File: src/rtl/geofence_pkg.sv
// Shared types and constants for the geofence core and its self-test feeder.
package geofence_pkg;

    localparam int COORD_W     = 10;
    localparam int PTS_PER_OBJ = 7;
    localparam int ROM_W       = 2 * COORD_W + 1;

    typedef enum logic [2:0] {
        ST_IDLE,
        ST_FETCH,
        ST_SEND,
        ST_WAIT,
        ST_DONE
    } feeder_state_t;

    typedef struct packed {
        logic               golden;
        logic [COORD_W-1:0] x;
        logic [COORD_W-1:0] y;
    } rom_word_t;

endpackage

File: src/rtl/geofence_score.sv
// Result scoring for the geofence feeder: pass/fail counters and the WAIT watchdog.
module geofence_score
    import geofence_pkg::*;
#(
    parameter int TIMEOUT = 4096
) (
    input  logic       i_clk,
    input  logic       i_reset,
    input  logic       i_clear,
    input  logic       i_tick,
    input  logic       i_valid,
    input  logic       i_is_inside,
    input  logic       i_golden,
    output logic [6:0] o_pass_cnt,
    output logic [6:0] o_fail_cnt,
    output logic       o_expired
);

    localparam int TW = $clog2(TIMEOUT + 1);

    logic [6:0]    r_passCnt;
    logic [6:0]    r_failCnt;
    logic [TW-1:0] r_waitCnt;
    logic          w_expired;

    // The watchdog fires on the TIMEOUT-th consecutive WAIT cycle without a result.
    assign w_expired = i_tick && !i_valid && (r_waitCnt == TW'(TIMEOUT - 1));

    // The watchdog restarts whenever the feeder leaves WAIT, so each object gets a full budget.
    always_ff @(posedge i_clk or posedge i_reset) begin
        if (i_reset) begin
            r_passCnt <= '0;
            r_failCnt <= '0;
            r_waitCnt <= '0;
        end else if (i_clear) begin
            r_passCnt <= '0;
            r_failCnt <= '0;
            r_waitCnt <= '0;
        end else if (i_tick) begin
            if (i_valid) begin
                if (i_is_inside == i_golden) begin
                    r_passCnt <= r_passCnt + 7'd1;
                end else begin
                    r_failCnt <= r_failCnt + 7'd1;
                end
                r_waitCnt <= '0;
            end else if (w_expired) begin
                r_failCnt <= r_failCnt + 7'd1;
                r_waitCnt <= '0;
            end else begin
                r_waitCnt <= r_waitCnt + 1'b1;
            end
        end else begin
            r_waitCnt <= '0;
        end
    end

    assign o_pass_cnt = r_passCnt;
    assign o_fail_cnt = r_failCnt;
    assign o_expired  = w_expired;

endmodule

File: src/rtl/geofence_feeder.sv
// Self-test initiator for the geofence core: streams ROM points, then scores each response.
module geofence_feeder
    import geofence_pkg::*;
#(
    parameter int NUM_OBJ = 50,
    parameter int TIMEOUT = 4096,
    parameter int AW      = 9
) (
    input  logic               i_clk,
    input  logic               i_reset,
    input  logic               i_start,
    output logic [AW-1:0]      o_rom_addr,
    input  logic [ROM_W-1:0]   i_rom_data,
    output logic [COORD_W-1:0] o_x,
    output logic [COORD_W-1:0] o_y,
    input  logic               i_valid,
    input  logic               i_is_inside,
    output logic [5:0]         o_obj_idx,
    output logic [6:0]         o_pass_cnt,
    output logic [6:0]         o_fail_cnt,
    output logic               o_busy,
    output logic               o_done,
    output logic               o_all_pass,
    output logic               o_timeout,
    output logic               o_proto_err
);

    feeder_state_t      r_state;
    logic [2:0]         r_ptCnt;
    logic [AW-1:0]      r_romAddr;
    logic [COORD_W-1:0] r_x;
    logic [COORD_W-1:0] r_y;
    logic [5:0]         r_objIdx;
    logic               r_golden;
    logic               r_busy;
    logic               r_done;
    logic               r_timeout;
    logic               r_protoErr;

    rom_word_t          w_word;
    logic [AW-1:0]      w_objExt;
    logic [AW-1:0]      w_baseAddr;
    logic               w_accept;
    logic               w_inWait;
    logic               w_lastObj;
    logic               w_expired;
    logic [6:0]         w_passCnt;
    logic [6:0]         w_failCnt;

    assign w_word     = rom_word_t'(i_rom_data);
    assign w_objExt   = AW'(r_objIdx);
    assign w_baseAddr = (w_objExt << 3) - w_objExt;
    assign w_accept   = i_start && ((r_state == ST_IDLE) || (r_state == ST_DONE));
    assign w_inWait   = (r_state == ST_WAIT);
    assign w_lastObj  = (r_objIdx == 6'(NUM_OBJ - 1));

    // SEND spends one extra cycle (pt 0) covering ROM latency; points are captured on counts 1..7.
    always_ff @(posedge i_clk or posedge i_reset) begin
        if (i_reset) begin
            r_state    <= ST_IDLE;
            r_ptCnt    <= '0;
            r_romAddr  <= '0;
            r_x        <= '0;
            r_y        <= '0;
            r_objIdx   <= '0;
            r_golden   <= 1'b0;
            r_busy     <= 1'b0;
            r_done     <= 1'b0;
            r_timeout  <= 1'b0;
            r_protoErr <= 1'b0;
        end else begin
            case (r_state)
                ST_IDLE, ST_DONE: begin
                    if (w_accept) begin
                        r_state    <= ST_FETCH;
                        r_objIdx   <= '0;
                        r_busy     <= 1'b1;
                        r_done     <= 1'b0;
                        r_timeout  <= 1'b0;
                        r_protoErr <= 1'b0;
                    end
                end
                ST_FETCH: begin
                    r_romAddr <= w_baseAddr;
                    r_ptCnt   <= '0;
                    r_state   <= ST_SEND;
                end
                ST_SEND: begin
                    if (r_ptCnt < 3'(PTS_PER_OBJ - 1)) begin
                        r_romAddr <= r_romAddr + 1'b1;
                    end
                    if (r_ptCnt != 3'd0) begin
                        r_x <= w_word.x;
                        r_y <= w_word.y;
                    end
                    if (r_ptCnt == 3'd1) begin
                        r_golden <= w_word.golden;
                    end
                    if (r_ptCnt == 3'(PTS_PER_OBJ)) begin
                        r_state <= ST_WAIT;
                    end else begin
                        r_ptCnt <= r_ptCnt + 3'd1;
                    end
                end
                ST_WAIT: begin
                    if (i_valid) begin
                        if (w_lastObj) begin
                            r_state <= ST_DONE;
                            r_busy  <= 1'b0;
                            r_done  <= 1'b1;
                        end else begin
                            r_objIdx <= r_objIdx + 6'd1;
                            r_state  <= ST_FETCH;
                        end
                    end else if (w_expired) begin
                        r_state   <= ST_DONE;
                        r_busy    <= 1'b0;
                        r_done    <= 1'b1;
                        r_timeout <= 1'b1;
                    end
                end
                default: r_state <= ST_IDLE;
            endcase
            if (i_valid && !w_inWait) begin
                r_protoErr <= 1'b1;
            end
        end
    end

    geofence_score #(
        .TIMEOUT(TIMEOUT)
    ) u_score (
        .i_clk      (i_clk),
        .i_reset    (i_reset),
        .i_clear    (w_accept),
        .i_tick     (w_inWait),
        .i_valid    (i_valid),
        .i_is_inside(i_is_inside),
        .i_golden   (r_golden),
        .o_pass_cnt (w_passCnt),
        .o_fail_cnt (w_failCnt),
        .o_expired  (w_expired)
    );

    assign o_rom_addr  = r_romAddr;
    assign o_x         = r_x;
    assign o_y         = r_y;
    assign o_obj_idx   = r_objIdx;
    assign o_pass_cnt  = w_passCnt;
    assign o_fail_cnt  = w_failCnt;
    assign o_busy      = r_busy;
    assign o_done      = r_done;
    assign o_all_pass  = r_done && (w_failCnt == 7'd0) && (w_passCnt == 7'(NUM_OBJ));
    assign o_timeout   = r_timeout;
    assign o_proto_err = r_protoErr;

endmodule

File: config.mk
export PLATFORM = sky130hd
export DESIGN_NAME = geofence_feeder
export DESIGN_NICKNAME = d
export VERILOG_FILES = /design/src/rtl/geofence_pkg.sv /design/src/rtl/geofence_score.sv /design/src/rtl/geofence_feeder.sv
export SDC_FILE = /design/constraint.sdc
export NUM_CORES = 1
export LEC_CHECK = 0
export ABC_CLOCK_PERIOD_IN_PS = 4400
export CAP_MARGIN = 20
export CORE_MARGIN = 2
export CORE_UTILIZATION = 55
export CTS_CLUSTER_SIZE = 16
export DETAILED_ROUTE_END_ITERATION = 8
export DONT_BUFFER_PORTS = 1
export PLACE_DENSITY = 0.7
export SETUP_SLACK_MARGIN = 0.5
export SLEW_MARGIN = 40
export SYNTH_ARGS = -nofsm -noshare
export SYNTH_HDL_FRONTEND = slang
export SYNTH_SLANG_ARGS = --single-unit
File: constraint.sdc
create_clock -name i_clk -period 4.4 [get_ports i_clk]
set_input_delay 1.1 -clock i_clk [delete_from_list [all_inputs] [get_ports i_clk]]
set_output_delay 1.1 -clock i_clk [all_outputs]
set_load 0.01 [all_outputs]
# [Word level (Yosys, flattened, before mapping)]
# Cells that the tools add are included.
[totals] word_cells=116 input_bits=26 output_inout_bits=54 register_bits=73
[classes] mux=41 order_cmp=1 n_eq_ne=21 n_reduce_logical=32 add_sub_neg=7
[ops] op="2-to-1 mux 7 bit" n=9
[ops] op="2-to-1 mux 13 bit" n=4
[ops] op="2-to-1 mux 3 bit" n=6
[ops] op="2-to-1 mux 6 bit" n=3
[ops] op="one-hot mux 9 bit (2 select lines)" n=1
[ops] op="adder 7 x 1 -> 7 bit, second input constant" n=2
[ops] op="!= test 2 bit, second input constant" n=7
[ops] op="nonzero test 2 bit" n=7
[ops] op="adder 13 x 1 -> 13 bit, second input constant" n=1
[ops] op="equality test 13 x 12 -> 1 bit, second input constant" n=1
[ops] op="one-hot mux 3 bit (4 select lines)" n=1
[ops] op="one-hot mux 6 bit (2 select lines)" n=1
[ops] op="AND reduction 4 bit" n=3
[ops] op="2-to-1 mux 1 bit" n=11
[ops] op="AND reduction 2 bit" n=5
[ops] op="adder 9 x 1 -> 9 bit, second input constant" n=1
[ops] op="2-to-1 mux 9 bit" n=1
[ops] op="AND reduction 3 bit" n=3
[ops] op="subtractor 9 x 6 -> 9 bit" n=1
[ops] op="equality test 7 x 6 -> 1 bit, second input constant" n=1
[ops] op="logical NOT 7 bit" n=1
[ops] op="adder 6 x 1 -> 6 bit, second input constant" n=1
[ops] op="equality test 3 x 1 -> 1 bit, second input constant" n=2
[ops] op="equality test 3 x 2 -> 1 bit, second input constant" n=2
[ops] op="16 further kinds" n=27

# [Depth between registers and ports, before layout]
[logic_depth] depth_word=7 ltp_mapped=7 ltp_nobuf=6

# [Hierarchy]
# From an unflattened synthesis, not the netlist that was laid out.
[unflattened] cells_unflattened=378 hier_area_um2=3872.5
[by_module_without_submodules] module="geofence_feeder" cells_per_inst=230 n_inst=1 seq_area_each_um2=1151.1 area_each_um2=2439.8
[by_module_without_submodules] module="geofence_score" cells_per_inst=148 n_inst=1 seq_area_each_um2=675.6 area_each_um2=1432.6

# [Worst setup path after synthesis]
# No wires, ideal clock.
[synth_path] path_kind="input to register" from="input i_valid" to="register u_score.r_failCnt[1], in the netlist u_score.o_fail_cnt[1]" setup_ns=0.128 slack_ns=2.146 t_arrival_ns=2.126 path_stages=4 required_time_ns=4.272 path_buffers=0 path_cell_list="nand4bb_1 > nor3_2 > a21oi_1 > mux2_1"
[synth_via] elab_chain_len=5 word_cells_on_any_way=9 classes_between="eq/ne (1); mux (3); reduce/logical (5)"
[synth_lines] item="from (decl)" line_no="geofence_feeder.sv:16" text="input logic i_valid,"
[synth_lines] item="logical NOT 1 bit" line_no="geofence_score.sv:27" text="assign w_expired = i_tick && !i_valid && (r_waitCnt == TW'(TIMEOUT - 1));"
[synth_lines] item="logical AND 1 bit (2 in a row)" line_no="geofence_score.sv:27"
[synth_lines] item="nonzero test 3 bit (no source line)"
[synth_lines] item="AND reduction 3 bit (no source line)"
[synth_lines] item="to (signal assigned)" line_no="geofence_score.sv:44" text="r_failCnt <= r_failCnt + 7'd1;"
[synth_lines] item="to (signal assigned)" line_no="geofence_score.sv:48" text="r_failCnt <= r_failCnt + 7'd1;"
[synth_lines] item="to (decl)" line_no="geofence_score.sv:22" text="logic [6:0] r_failCnt;"
# Several ways; a longest one is shown, not always the timed one. The select of a mux whose other input is x is not followed.
# A chain may end at the register's enable or synchronous reset.

# [Worst setup path after layout]
[layout_path] from="register u_score.r_failCnt[0], in the netlist u_score.o_fail_cnt[0]" to="output o_all_pass"
[layout_via] elab_chain_len=3
[layout_lines] item="logical NOT 7 bit" line_no="geofence_feeder.sv:153" text="assign o_all_pass = r_done && (w_failCnt == 7'd0) && (w_passCnt == 7'(NUM_OBJ));"
[layout_lines] item="logical AND 1 bit (2 in a row)" line_no="geofence_feeder.sv:153"
[layout_lines] item="to (decl)" line_no="geofence_feeder.sv:23" text="output logic o_all_pass,"
# No other way between the ends.

==> results.yml <==
sta:
  max-slew-margin-rel_pct: 51.1
  hold_viol: 0
  tns_ps: 0
  tightest_slew_ps: 733
  fin_crit_sh_pct: 62.2
  report.final.slew_viol_count: 0
  setup_violations: 0
  rsz0062_at_grt: "no"
  skew_ps: 7.49
  min_period_ps: 2730
  max_freq_mhz: 366
pwr:
  intPower_mw: 1.47
  p_seq_share_pct: 46.6
  p_per_area_mw_per_mm2: 585
  ir_worst_vdd_v: 0.000245
  p_leak_nw: 1.82
  p_comb_share_pct: 31.2
  p_sw_share_pct: 41.0
  clockPowerShare_pct: 22.2
  p_sw_mw: 1.02
global_route:
  track_usage_pct: 21.4
  grt_use_met1_pct: 26.8
  grt_pass1_vias: 2893
  use_met3_pct: 5.72
  grt_remaining_overflow: 0
  use_met2_pct: 35.2
  grt-busiest-layer: "met2"
  grt_pass1_wl_mm: 13.2
  grt_max_degree: 41
  antenna_found_initial: 0
clock_tree:
  clk_pin_slew_ps: 90
  cts.repair.resized: 0
  clockBufferDepth: 2
  post_cts.repair.setup_buffers: 0
  clock_tree.root_cell: "clkbuf_8"
  insertion_delay_ps: 350
  cts_buffers: 9
  hold_buffers: 0
  cts_sinks: 73
  cts_tree: "built"
  h-tree-depth: 3
die:
  die_w_um: 89.1
  ios: 80
  die_h_um: 89.1
  rows: 31
  start_util_pct: 55.8
  fp.coreArea_sq_mm: 0.00714
  die-area_sq_mm: 0.00793
drt:
  route.vias.total: 2994
  drc: 0
  avgViaCountPerCell: 6.04
  drtAntennaViolNets: 0
  totalWireLength_mm: 8.12
  avgRoutedWirePerCell_um: 16.4
  drt_iter0_drc: 173
  dr.pass1.iters: 4
cells_and_area:
  seq_area_sq_mm: 0.00183
  multiInputGateArea_sq_mm: 0.00200
  diodes: 0
  fin_cells: 496
  fin_nets: 434
  drive_above_1_share_pct: 8.06
  fill_cells: 651
  area_delta_synth_final_pct: 7.23
synth:
  synth_most_common_cell: "dfrtp_1"
  synth.distinct_cells: 61
  synthArstFlopShare_pct: 100
  synth_area_leaders: "dfrtp_1 46%, mux2_1 6.2%, ha_1 5.0%, nand3_1 3.4%, nor2_1 2.7%"
  synth_top_area_share_pct: 45.9
  yosys_register_bits: 73
  synthTopCellsByCount: "73 x dfrtp_1, 29 x nor2_1, 27 x nand3_1, 22 x mux2_1, 21 x nand2_1"
  synth-main-ff-cell: "dfrtp_1"
  synth_enable_flop_cells: 0
  synthCells: 397
  netlist_area_sq_mm: 0.00398
  seq_area_frac_synth_pct: 45.9
  syn-num-nets: 439
  synth_area_per_cell_sq_um: 10.0
  synth_warnings: 0
  yosysTopAreaCell: "dfrtp_1"
min_path:
  hold_class: "register to register"
critical_path:
  crit_path_end_kind: "output port"
  crit_arrival_ps: 1630
  worstPathRequired_ps: 3300
  critical_path_class: "register to output port"
  worstPathMaxFanout: 6
  start_kind: "register"
run:
  cap_violations: 0
run_status:
  status: "finished, final reports clean"
placement:
  detailed_place_hpwl_mm: 5.72
  gp_congestion: 0.885
  portBuffers: 0
  dp_cells: 480
cells in the final DEF, fill, tap and decap left out, types with 11 or more instances in the layout:
| cell | count |
|---|---|
| nor3_1 | 11 |
| mux2_1 | 22 |
| a21oi_1 | 11 |
| nand4_1 | 12 |
| nand2_1 | 21 |
| inv_1 | 19 |
| nand3_1 | 27 |
| dfrtp_1 | 73 |
| nor2_1 | 29 |
| ha_1 | 16 |
routing by layer:
layer | vias up | part of all wire [%]
met4 | 0 | 1.9
li1 | 1438 | -
met2 | 93 | 49
met1 | 1447 | 43
met5 | - | 0
met3 | 16 | 6.4
power groups by stage:
stage                     logic [mW]  registers (mW)  clock network [mW]
after CTS                      0.779            1.16               0.569
after detailed placement       0.774            1.18                   0
after global placement         0.747            1.17                   0
final                          0.779            1.16               0.554
after floorplan                0.697            1.08                   0
after global routing           0.881            1.21               0.596
layout make-up:
class	count	share of cell area, %
Clock inverter	7	1.99
Timing Repair Buffer	3	0.528
Sequential cell	73	42.8
Clock buffer	9	2.90
Tap cell	99	2.90
Multi-Input combinational cell	283	46.9
Inverter	22	1.96
critical path, stage by stage (launching register included):
cell and delay [ps]:
dfrtp_1 470, inv_1 90, ha_1 130, nor4bb_1 290, nand3_1 110, nor2_1 190
state kept, by name, summed over array words and instances, names as in the netlist:
signal              cells
o_busy                  1
o_done                  1
o_obj_idx               6
o_proto_err             1
o_rom_addr              9
o_timeout               1
o_x                    10
o_y                    10
r_golden                1
r_ptCnt                 3
r_state                 3
u_score.o_fail_cnt      7
u_score.o_pass_cnt      7
u_score.r_waitCnt      13
final timing paths:
check / slack, ps / start / depth (start not counted) / end
worst max register to register: 2180 / o_obj_idx[3]$_DFFE_PP0P_ / 6 / o_rom_addr[7]$_DFFE_PP0P_
worst max-delay path: 1670 / u_score.o_fail_cnt[0]$_DFFE_PP0P_ / 5 / o_all_pass
worst min-delay path: 540 / u_score.r_waitCnt[0]$_DFF_PP0_ / 1 / u_score.r_waitCnt[0]$_DFF_PP0_
max in group asynchronous: 2800 / i_reset / 2 / o_rom_addr[1]$_DFFE_PP0P_
worst min register to register: 540 / u_score.r_waitCnt[0]$_DFF_PP0_ / 1 / u_score.r_waitCnt[0]$_DFF_PP0_
min in group asynchronous: 700 / i_reset / 1 / u_score.r_waitCnt[5]$_DFF_PP0_
kinds of logic after synthesis:
group	after synthesis	synth area share [%]
simple gates	149	20.6
flops	73	45.9
compound gates	70	11.9
buf+inv	41	4.37
mux	28	7.73
xor+xnor	20	4.40
fa+ha+maj	16	5.03
metrics by stage:
stage / utilization, % / setup slack (ps) / power [mW] / cell area (sq um) / hold slack [ps]
finish: 59.8 / 1670 / 2.50 / 4270 / 544
global route: 59.8 / 1530 / 2.68 / 4270 / 585
CTS: 59.6 / 1650 / 2.51 / 4260 / 523
detailed placement: 56.7 / 1710 / 1.95 / 4050 / 496
global placement: 56.6 / 1750 / 1.91 / 4040 / 496
floorplan: - / 1450 / 1.77 / 3980 / 480
No activity file was read; power rests on OpenSTA's default activity.
